### config.mk
export PLATFORM = sky130hd
export DESIGN_NAME = pipeline_stall_ctrl
export DESIGN_NICKNAME = d
export VERILOG_FILES = /design/src/rtl/pipeline_stall_ctrl.sv
export SDC_FILE = /design/constraint.sdc
export NUM_CORES = 1
export LEC_CHECK = 0
export CORE_ASPECT_RATIO = 1.75
export CORE_MARGIN = 8
export CORE_UTILIZATION = 47
export DETAILED_ROUTE_END_ITERATION = 7
export GPL_TIMING_DRIVEN = 0
export PLACE_DENSITY = 0.85
export SYNTH_ARGS = -nofsm -noshare
export SYNTH_HDL_FRONTEND = slang
export SYNTH_SLANG_ARGS = --single-unit
### constraint.sdc
create_clock -name clk -period 3.49 [get_ports clk]
set_input_delay 0.5235 -clock clk [delete_from_list [all_inputs] [get_ports clk]]
set_output_delay 0.5235 -clock clk [all_outputs]
set_load 0.02 [all_outputs]
### src/rtl/pipeline_stall_ctrl.sv
// pipeline_stall_ctrl
//   Central stall/flush sequencer for the 5-stage RV32 pipeline (IF/ID/EX/MEM/WB).
//   It merges four event sources into per-stage write-enable and flush controls:
//   data-memory wait, multi-cycle mul/div occupancy of EX, taken branch/jump
//   redirect from EX, and load-use hazard. The list is in priority order.
//   It also owns the mul/div hold counter and a saturating stall counter.
//
// Ports
//   clk, rst_n                  clock (rising edge), async active-low reset
//   id_rs1_addr/id_rs2_addr     source registers of the instruction in ID
//   id_rs1_used/id_rs2_used     ID instruction actually reads rs1/rs2
//   ex_mem_read, ex_rd_addr     EX instruction is a load, and its destination
//   ex_branch_taken             EX redirects (taken branch or jump)
//   ex_muldiv                   EX holds a multi-cycle mul/div
//   dm_req, dm_ready            MEM data access request / completion
//   pc_we..memwb_we             per-stage register update enables
//   ifid_flush..exmem_flush     per-stage bubble insertion
//   muldiv_done                 pulse when the mul/div result leaves EX
//   stall_cycles                saturating count of cycles with pc_we=0
module pipeline_stall_ctrl #(
    parameter int unsigned MULDIV_LAT = 4,
    parameter int unsigned CNT_W      = 16
) (
    input  logic             clk,
    input  logic             rst_n,
    input  logic [4:0]       id_rs1_addr,
    input  logic [4:0]       id_rs2_addr,
    input  logic             id_rs1_used,
    input  logic             id_rs2_used,
    input  logic             ex_mem_read,
    input  logic [4:0]       ex_rd_addr,
    input  logic             ex_branch_taken,
    input  logic             ex_muldiv,
    input  logic             dm_req,
    input  logic             dm_ready,
    output logic             pc_we,
    output logic             ifid_we,
    output logic             ifid_flush,
    output logic             idex_we,
    output logic             idex_flush,
    output logic             exmem_we,
    output logic             exmem_flush,
    output logic             memwb_we,
    output logic             muldiv_done,
    output logic [CNT_W-1:0] stall_cycles
);

    localparam int unsigned MW       = $clog2(MULDIV_LAT) + 1;
    localparam bit          MD_MULTI = (MULDIV_LAT > 1);
    // The first occupancy cycle is spent in RUN, so the counter covers the rest.
    localparam logic [MW-1:0] MD_LOAD = MD_MULTI ? MW'(MULDIV_LAT - 2) : '0;

    typedef enum logic {
        RUN    = 1'b0,
        MULDIV = 1'b1
    } state_t;

    state_t        state, state_n;
    logic [MW-1:0] md_cnt, md_cnt_n;
    logic          freeze;
    logic          lu_hit;

    assign freeze = dm_req & ~dm_ready;
    assign lu_hit = ex_mem_read && (ex_rd_addr != 5'd0) &&
                    ((id_rs1_used && (id_rs1_addr == ex_rd_addr)) ||
                     (id_rs2_used && (id_rs2_addr == ex_rd_addr)));

    always_ff @(posedge clk or negedge rst_n) begin
        if (!rst_n) begin
            state  <= RUN;
            md_cnt <= '0;
        end else begin
            state  <= state_n;
            md_cnt <= md_cnt_n;
        end
    end

    always_comb begin
        state_n     = state;
        md_cnt_n    = md_cnt;
        pc_we       = 1'b1;
        ifid_we     = 1'b1;
        ifid_flush  = 1'b0;
        idex_we     = 1'b1;
        idex_flush  = 1'b0;
        exmem_we    = 1'b1;
        exmem_flush = 1'b0;
        memwb_we    = 1'b1;
        muldiv_done = 1'b0;

        if (!rst_n) begin
            pc_we       = 1'b0;
            ifid_we     = 1'b0;
            idex_we     = 1'b0;
            exmem_we    = 1'b0;
            memwb_we    = 1'b0;
            ifid_flush  = 1'b1;
            idex_flush  = 1'b1;
            exmem_flush = 1'b1;
        end else if (freeze) begin
            // Whole pipe holds; a pending redirect stays in EX until release.
            pc_we    = 1'b0;
            ifid_we  = 1'b0;
            idex_we  = 1'b0;
            exmem_we = 1'b0;
            memwb_we = 1'b0;
        end else if (state == MULDIV) begin
            if (md_cnt == '0) begin
                muldiv_done = 1'b1;
                state_n     = RUN;
            end else begin
                pc_we       = 1'b0;
                ifid_we     = 1'b0;
                idex_we     = 1'b0;
                exmem_flush = 1'b1;
                md_cnt_n    = md_cnt - 1'b1;
            end
        end else if (ex_muldiv && MD_MULTI) begin
            pc_we       = 1'b0;
            ifid_we     = 1'b0;
            idex_we     = 1'b0;
            exmem_flush = 1'b1;
            md_cnt_n    = MD_LOAD;
            state_n     = MULDIV;
        end else begin
            // Single-cycle mul/div: result leaves EX immediately.
            muldiv_done = ex_muldiv;
            if (ex_branch_taken) begin
                ifid_flush = 1'b1;
                idex_flush = 1'b1;
            end else if (lu_hit) begin
                pc_we      = 1'b0;
                ifid_we    = 1'b0;
                idex_flush = 1'b1;
            end
        end
    end

    always_ff @(posedge clk or negedge rst_n) begin
        if (!rst_n) begin
            stall_cycles <= '0;
        end else if (!pc_we && (stall_cycles != '1)) begin
            stall_cycles <= stall_cycles + 1'b1;
        end
    end

endmodule
Word level (Yosys, flattened, before mapping)
Index checks and enable logic that the tools add are counted.
{"block": "word_totals", "regBits": 20, "input_bits": 24, "out_inout_bits": 25}
{"block": "op_classes", "mux": 35, "n_eq_ne": 4, "addsub": 2, "bitwise_logic": 3, "reduce_logical": 12}
{"cell": "two-way mux 1 bit", "n": 32}
{"cell": "adder 16 x 1 -> 16 bit, second input constant", "n": 1}
{"cell": "inequality test 16 bit, second input constant", "n": 1}
{"cell": "== test 5 bit", "n": 2}
{"cell": "two-way mux 3 bit", "n": 3}
{"cell": "logical AND 1 bit", "n": 5}
{"cell": "nonzero test 5 bit", "n": 1}
{"cell": "AND reduction 4 bit", "n": 1}
{"cell": "zero test 3 bit", "n": 1}
{"cell": "subtractor 3 x 1 -> 3 bit, second input constant", "n": 1}
{"cell": "inequality test 2 bit, second input constant", "n": 1}
{"cell": "inverter 1 bit", "n": 2}
{"cell": "AND reduction 2 bit", "n": 1}
{"cell": "nonzero test 2 bit", "n": 1}
{"cell": "bitwise AND 1 bit", "n": 1}
{"cell": "zero test 1 bit", "n": 1}
{"cell": "logical OR 1 bit", "n": 1}

Longest topological paths before layout
{"block": "logic_depth", "depth_word": 12, "depth_mapped": 10, "mapped_depth_nobuf": 8}

Worst setup path before layout
No wires, ideal clock.
{"block": "synth_timing", "path_kind": "input -> output", "from": "input ex_rd_addr[3]", "to": "output pc_we", "slack_ns": 1.203, "cell_stages": 5, "arrival_time_ns": 1.763, "cell_sequence": "xor2_1 -> nor4_1 -> a32oi_1 -> o41a_1 -> buf_4"}
{"block": "synth_between", "elab_chain_cells": 10, "word_cells_on_any_way": 14, "cone_classes": "2 x eq/ne; 6 x mux; 6 x reduce/logical"}
{"item": "start: declaration", "line_no": "31", "text": "input logic [4:0] ex_rd_addr,"}
{"item": "== test 5 bit, on equally long branches", "line_no": "65, 66"}
{"item": "logical AND 1 bit, on equally long branches", "line_no": "65, 66"}
{"item": "logical OR 1 bit", "line_no": "65", "text": "((id_rs1_used && (id_rs1_addr == ex_rd_addr)) ||"}
{"item": "logical AND 1 bit (*)", "line_no": "64", "text": "assign lu_hit = ex_mem_read && (ex_rd_addr != 5'd0) &&"}
{"item": "two-way mux 1 bit (*) (6 in series)"}
{"item": "end: declaration", "line_no": "36", "text": "output logic pc_we,"}
Every way passes the cells marked *; elsewhere a longest branch is shown, timed or not.

Worst setup path in the final report
{"block": "layout_timing", "from": "input ex_rd_addr[3]", "to": "output pc_we"}
{"block": "layout_between", "elab_chain_cells": 10, "word_cells_on_any_way": 14, "cone_classes": "2 x eq/ne; 6 x mux; 6 x reduce/logical"}
{"item": "== test 5 bit, on equally long branches", "line_no": "65, 66"}
{"item": "logical AND 1 bit, on equally long branches", "line_no": "65, 66"}
{"item": "logical OR 1 bit", "line_no": "65"}
{"item": "logical AND 1 bit (*)", "line_no": "64"}
{"item": "two-way mux 1 bit (*)", "line_no": "131", "text": "end else if (lu_hit) begin"}
{"item": "two-way mux 1 bit (*)", "line_no": "128", "text": "if (ex_branch_taken) begin"}
{"item": "two-way mux 1 bit (*)", "line_no": "118", "text": "end else if (ex_muldiv && MD_MULTI) begin"}
{"item": "two-way mux 1 bit (*)", "line_no": "107", "text": "end else if (state == MULDIV) begin"}
{"item": "two-way mux 1 bit (*)", "line_no": "100", "text": "end else if (freeze) begin"}
{"item": "two-way mux 1 bit (*)", "line_no": "91", "text": "if (!rst_n) begin"}
Marks and branches as above.

==> metrics.txt <==
flops & latches, synth=20; ANT nets after route=0; Die Width=55.2 um; drc violations=0; Clock Skew=0.00496 ns; Final Cell Area=1850 sq um; Highest Clock Rate=0.297 GHz; Tmin final=3.37 ns; Max stage delay on crit path=0.54 ns; final wirelength=3580 um; Post-Syn Area per Cell=9.88 sq um; fin nets=208; Post-synth EDFFs=0; outcome=finished, final reports clean; post-synth top area cell=dfrtp_1; Final Hold Vio Count=0; clk root buf=clkbuf_8; Met3 Routed Length=211 um; GRT overflow=0; Synth Flop Type=dfrtp_1; leakage dissipation=0.000739 uW; initial antenna violation count=0; H-tree Lvls=1; Skew-Pair Late Insertion Delay=0.26 ns; First DRT Iteration DRCs=30; post-route clock period utilization=96.6%; Pre-antenna DRT Iters=4; power share of the clock group=16.2%; asr flop ratio synth=100%; Max Cap Viol=0; HPWL after DPL=2790 um; switching share of total power=40.6%; antenna fix cells=0; critical path class=in -> out; Top Metal Used=met4; slew margin rel.=31.2%; met2 WL post-DR=1900 um; Comb power frac=52.2%; Post-CTS Setup Bufs=0; Num CTS Buffers=3; Int Power=842 uW; Post-Route Utilization=70.4%; post-synth top area share=39.6%; critical path required time=2.97 ns; port bufs=48; proportion of layout cells with a drive suffix above 1=10.6%; Setup-failing EPs final=0; vias per std cell=5.57; Ports=49; Area Growth Syn to Fin=46.2%; syn nets=155; Max Transition Viols Final=0; post-synthesis instance area=1260 sq um; synth top area cells=dfrtp_1 (40%), xor2_1 (13%), xnor2_1 (4.2%), ha_1 (3.0%), inv_1 (3.0%); RSZ-0062 raised after global routing=false; largest net degree at the start of global routing=25; critical-path cell list=clkdlybuf4s50_1, xor2_1, nor4_1, a32oi_1, o41a_1, buf_4, clkdlybuf4s50_1; first-pass GRT wire length=6000 um; highest net fanout along the worst path=3; vias in the first global route=1250; CTS Buffer Depth=2; Area after DPL=1780 sq um; Synth Warn #=0; clk slew on worst S/H paths=0.07 ns; GPL Wtd Cong=0.857; via count=1154; GRT Overall Usage=15.3%; Die Ht=84.6 um; CP dominant cell by count=clkdlybuf4s50_1; Net Sw Power=576 uW; Worst Tran Pin Value=1.03 ns; VDD IR-drop max=0.000485 V; Slowest-stage cell, CP=clkdlybuf4s50_1; initial core utilization=48.1%; CP Buf/Inv Count=3; delay-heaviest family, CP=buffers and inverters; Clock Sinks=20; worst hold path type=reg -> reg; Setup crit end kind=primary output; Avg WL per Cell=17.3 um; register area share after synthesis=39.6%; total die area=4670 sq um; WL met1=1420 um; sequential group share of total power=31.6%; Synth cell types=37; TritonCTS clock tree=done; setup TNS=0 ns; Floorplan Core Area=2630 sq um; arrival time worst endpoint=2.85 ns; pwr dens=767 nW/um^2; # fillers=202; Synth Instances=128; Placement Rows=25; Startpoint Class=input pin
[power groups by stage]
stage          combinational [uW]  clock, uW  sequential [uW]
2_1_floorplan                 355          0              518
3_5_place_dp                  744          0              447
3_3_place_gp                  718          0              439
5_1_grt                       800        245              461
4_1_cts                       752        232              446
6_report                      741        230              448
[final cells by class]
| type | instances | area (sq um) | share of cell area (%) |
|---|---|---|---|
| Timing Repair Buffer | 48 | 479 | 25.9 |
| Inverter | 10 | 37.5 | 2.03 |
| Tap cell | 27 | 33.8 | 1.83 |
| Multi-Input combinational cell | 93 | 684 | 37.0 |
| Clock buffer | 3 | 41.3 | 2.23 |
| Sequential cell | 20 | 500 | 27.1 |
| Buffer | 5 | 42.5 | 2.30 |
| Clock inverter | 1 | 30.0 | 1.62 |
[cells by family after synthesis]
kind of cell	count (synthesis)	share of synthesized area (%)
AND/OR/NAND/NOR	48	23.3
XOR/XNOR	25	17.3
flip-flops	20	39.6
AO/OA/AOI/OAI	16	9.30
buffers and inverters	15	6.33
adder cells (fa/ha/maj)	3	2.97
multiplexers	1	1.19
[final timing paths]
kind	startpoint	endpoint	slack (ns)	cells past startpoint
hold reg to reg	stall_cycles[8]	stall_cycles[8]	0.51	1
hold / removal	stall_cycles[8]	stall_cycles[8]	0.51	1
setup reg to reg	stall_cycles[0]	stall_cycles[1]	1.12	8
min in group asynchronous	rst_n	stall_cycles[7]	0.55	1
max in group asynchronous	rst_n	stall_cycles[15]	2.31	1
setup / recovery	ex_rd_addr[3]	pc_we	0.12	7
[state kept, by name (all words and copies together) (netlist names)]
name	count
stall_cycles	16
md_cnt	3
state	1
[timing repair]
| action | in CTS | in global routing |
|---|---|---|
| hold buffers | 0 | 0 |
| endpoints found under the setup margin | 2 | 0 |
| resized for setup | 1 | 0 |
[per-layer routing]
| metal | vias up | track usage, % |
|---|---|---|
| met1 | 560 | 16.0 |
| met3 | 5 | 3.93 |
| met5 | - | 0 |
| li1 | 540 | - |
| met4 | 0 | 4.73 |
| met2 | 49 | 28.3 |
[synthesized netlist by cell type (all sizes together), types with 2 or more instances]
master	n
or2	2
nor4	5
nand3	6
xor2	19
nand2	8
buf	5
nor2	6
nand2b	2
o21ai	5
xnor2	6
ha	3
nor2b	2
nand4	3
a21oi	2
or4	2
dfrtp	20
inv	10
nor3	10
[cell usage in the layout (no fill, tap or decap), types with 3 or more instances in the layout]
cell	instances
nor2_1	6
clkdlybuf4s50_1	47
dfrtp_1	20
nand3_1	6
nor3_2	3
nor4_1	4
inv_1	10
o21ai_0	4
ha_1	3
clkbuf_8	3
nor3_1	6
xnor2_1	6
xor2_1	19
nand2_1	8
[worst register-to-register path: stages (launching register included)]
cell and delay, ns:
dfrtp_1 0.42, ha_1 0.22, nand4_1 0.24, nor4_1 0.47
or4_1 0.17, o21ba_1 0.13, buf_6 0.14, buf_6 0.17
mux2_4 0.31
[metrics by stage]
step	instances	total power [uW]	hold WS [ns]	worst slack [ns]
2_1_floorplan	128	873	0.228	1.20
3_3_place_gp	203	1160	0.485	-0.0253
3_5_place_dp	203	1190	0.494	-0.104
4_1_cts	207	1430	0.507	0.101
5_1_grt	207	1510	0.538	0.0239
6_report	207	1420	0.505	0.120
(Power assumes the default switching activity.)
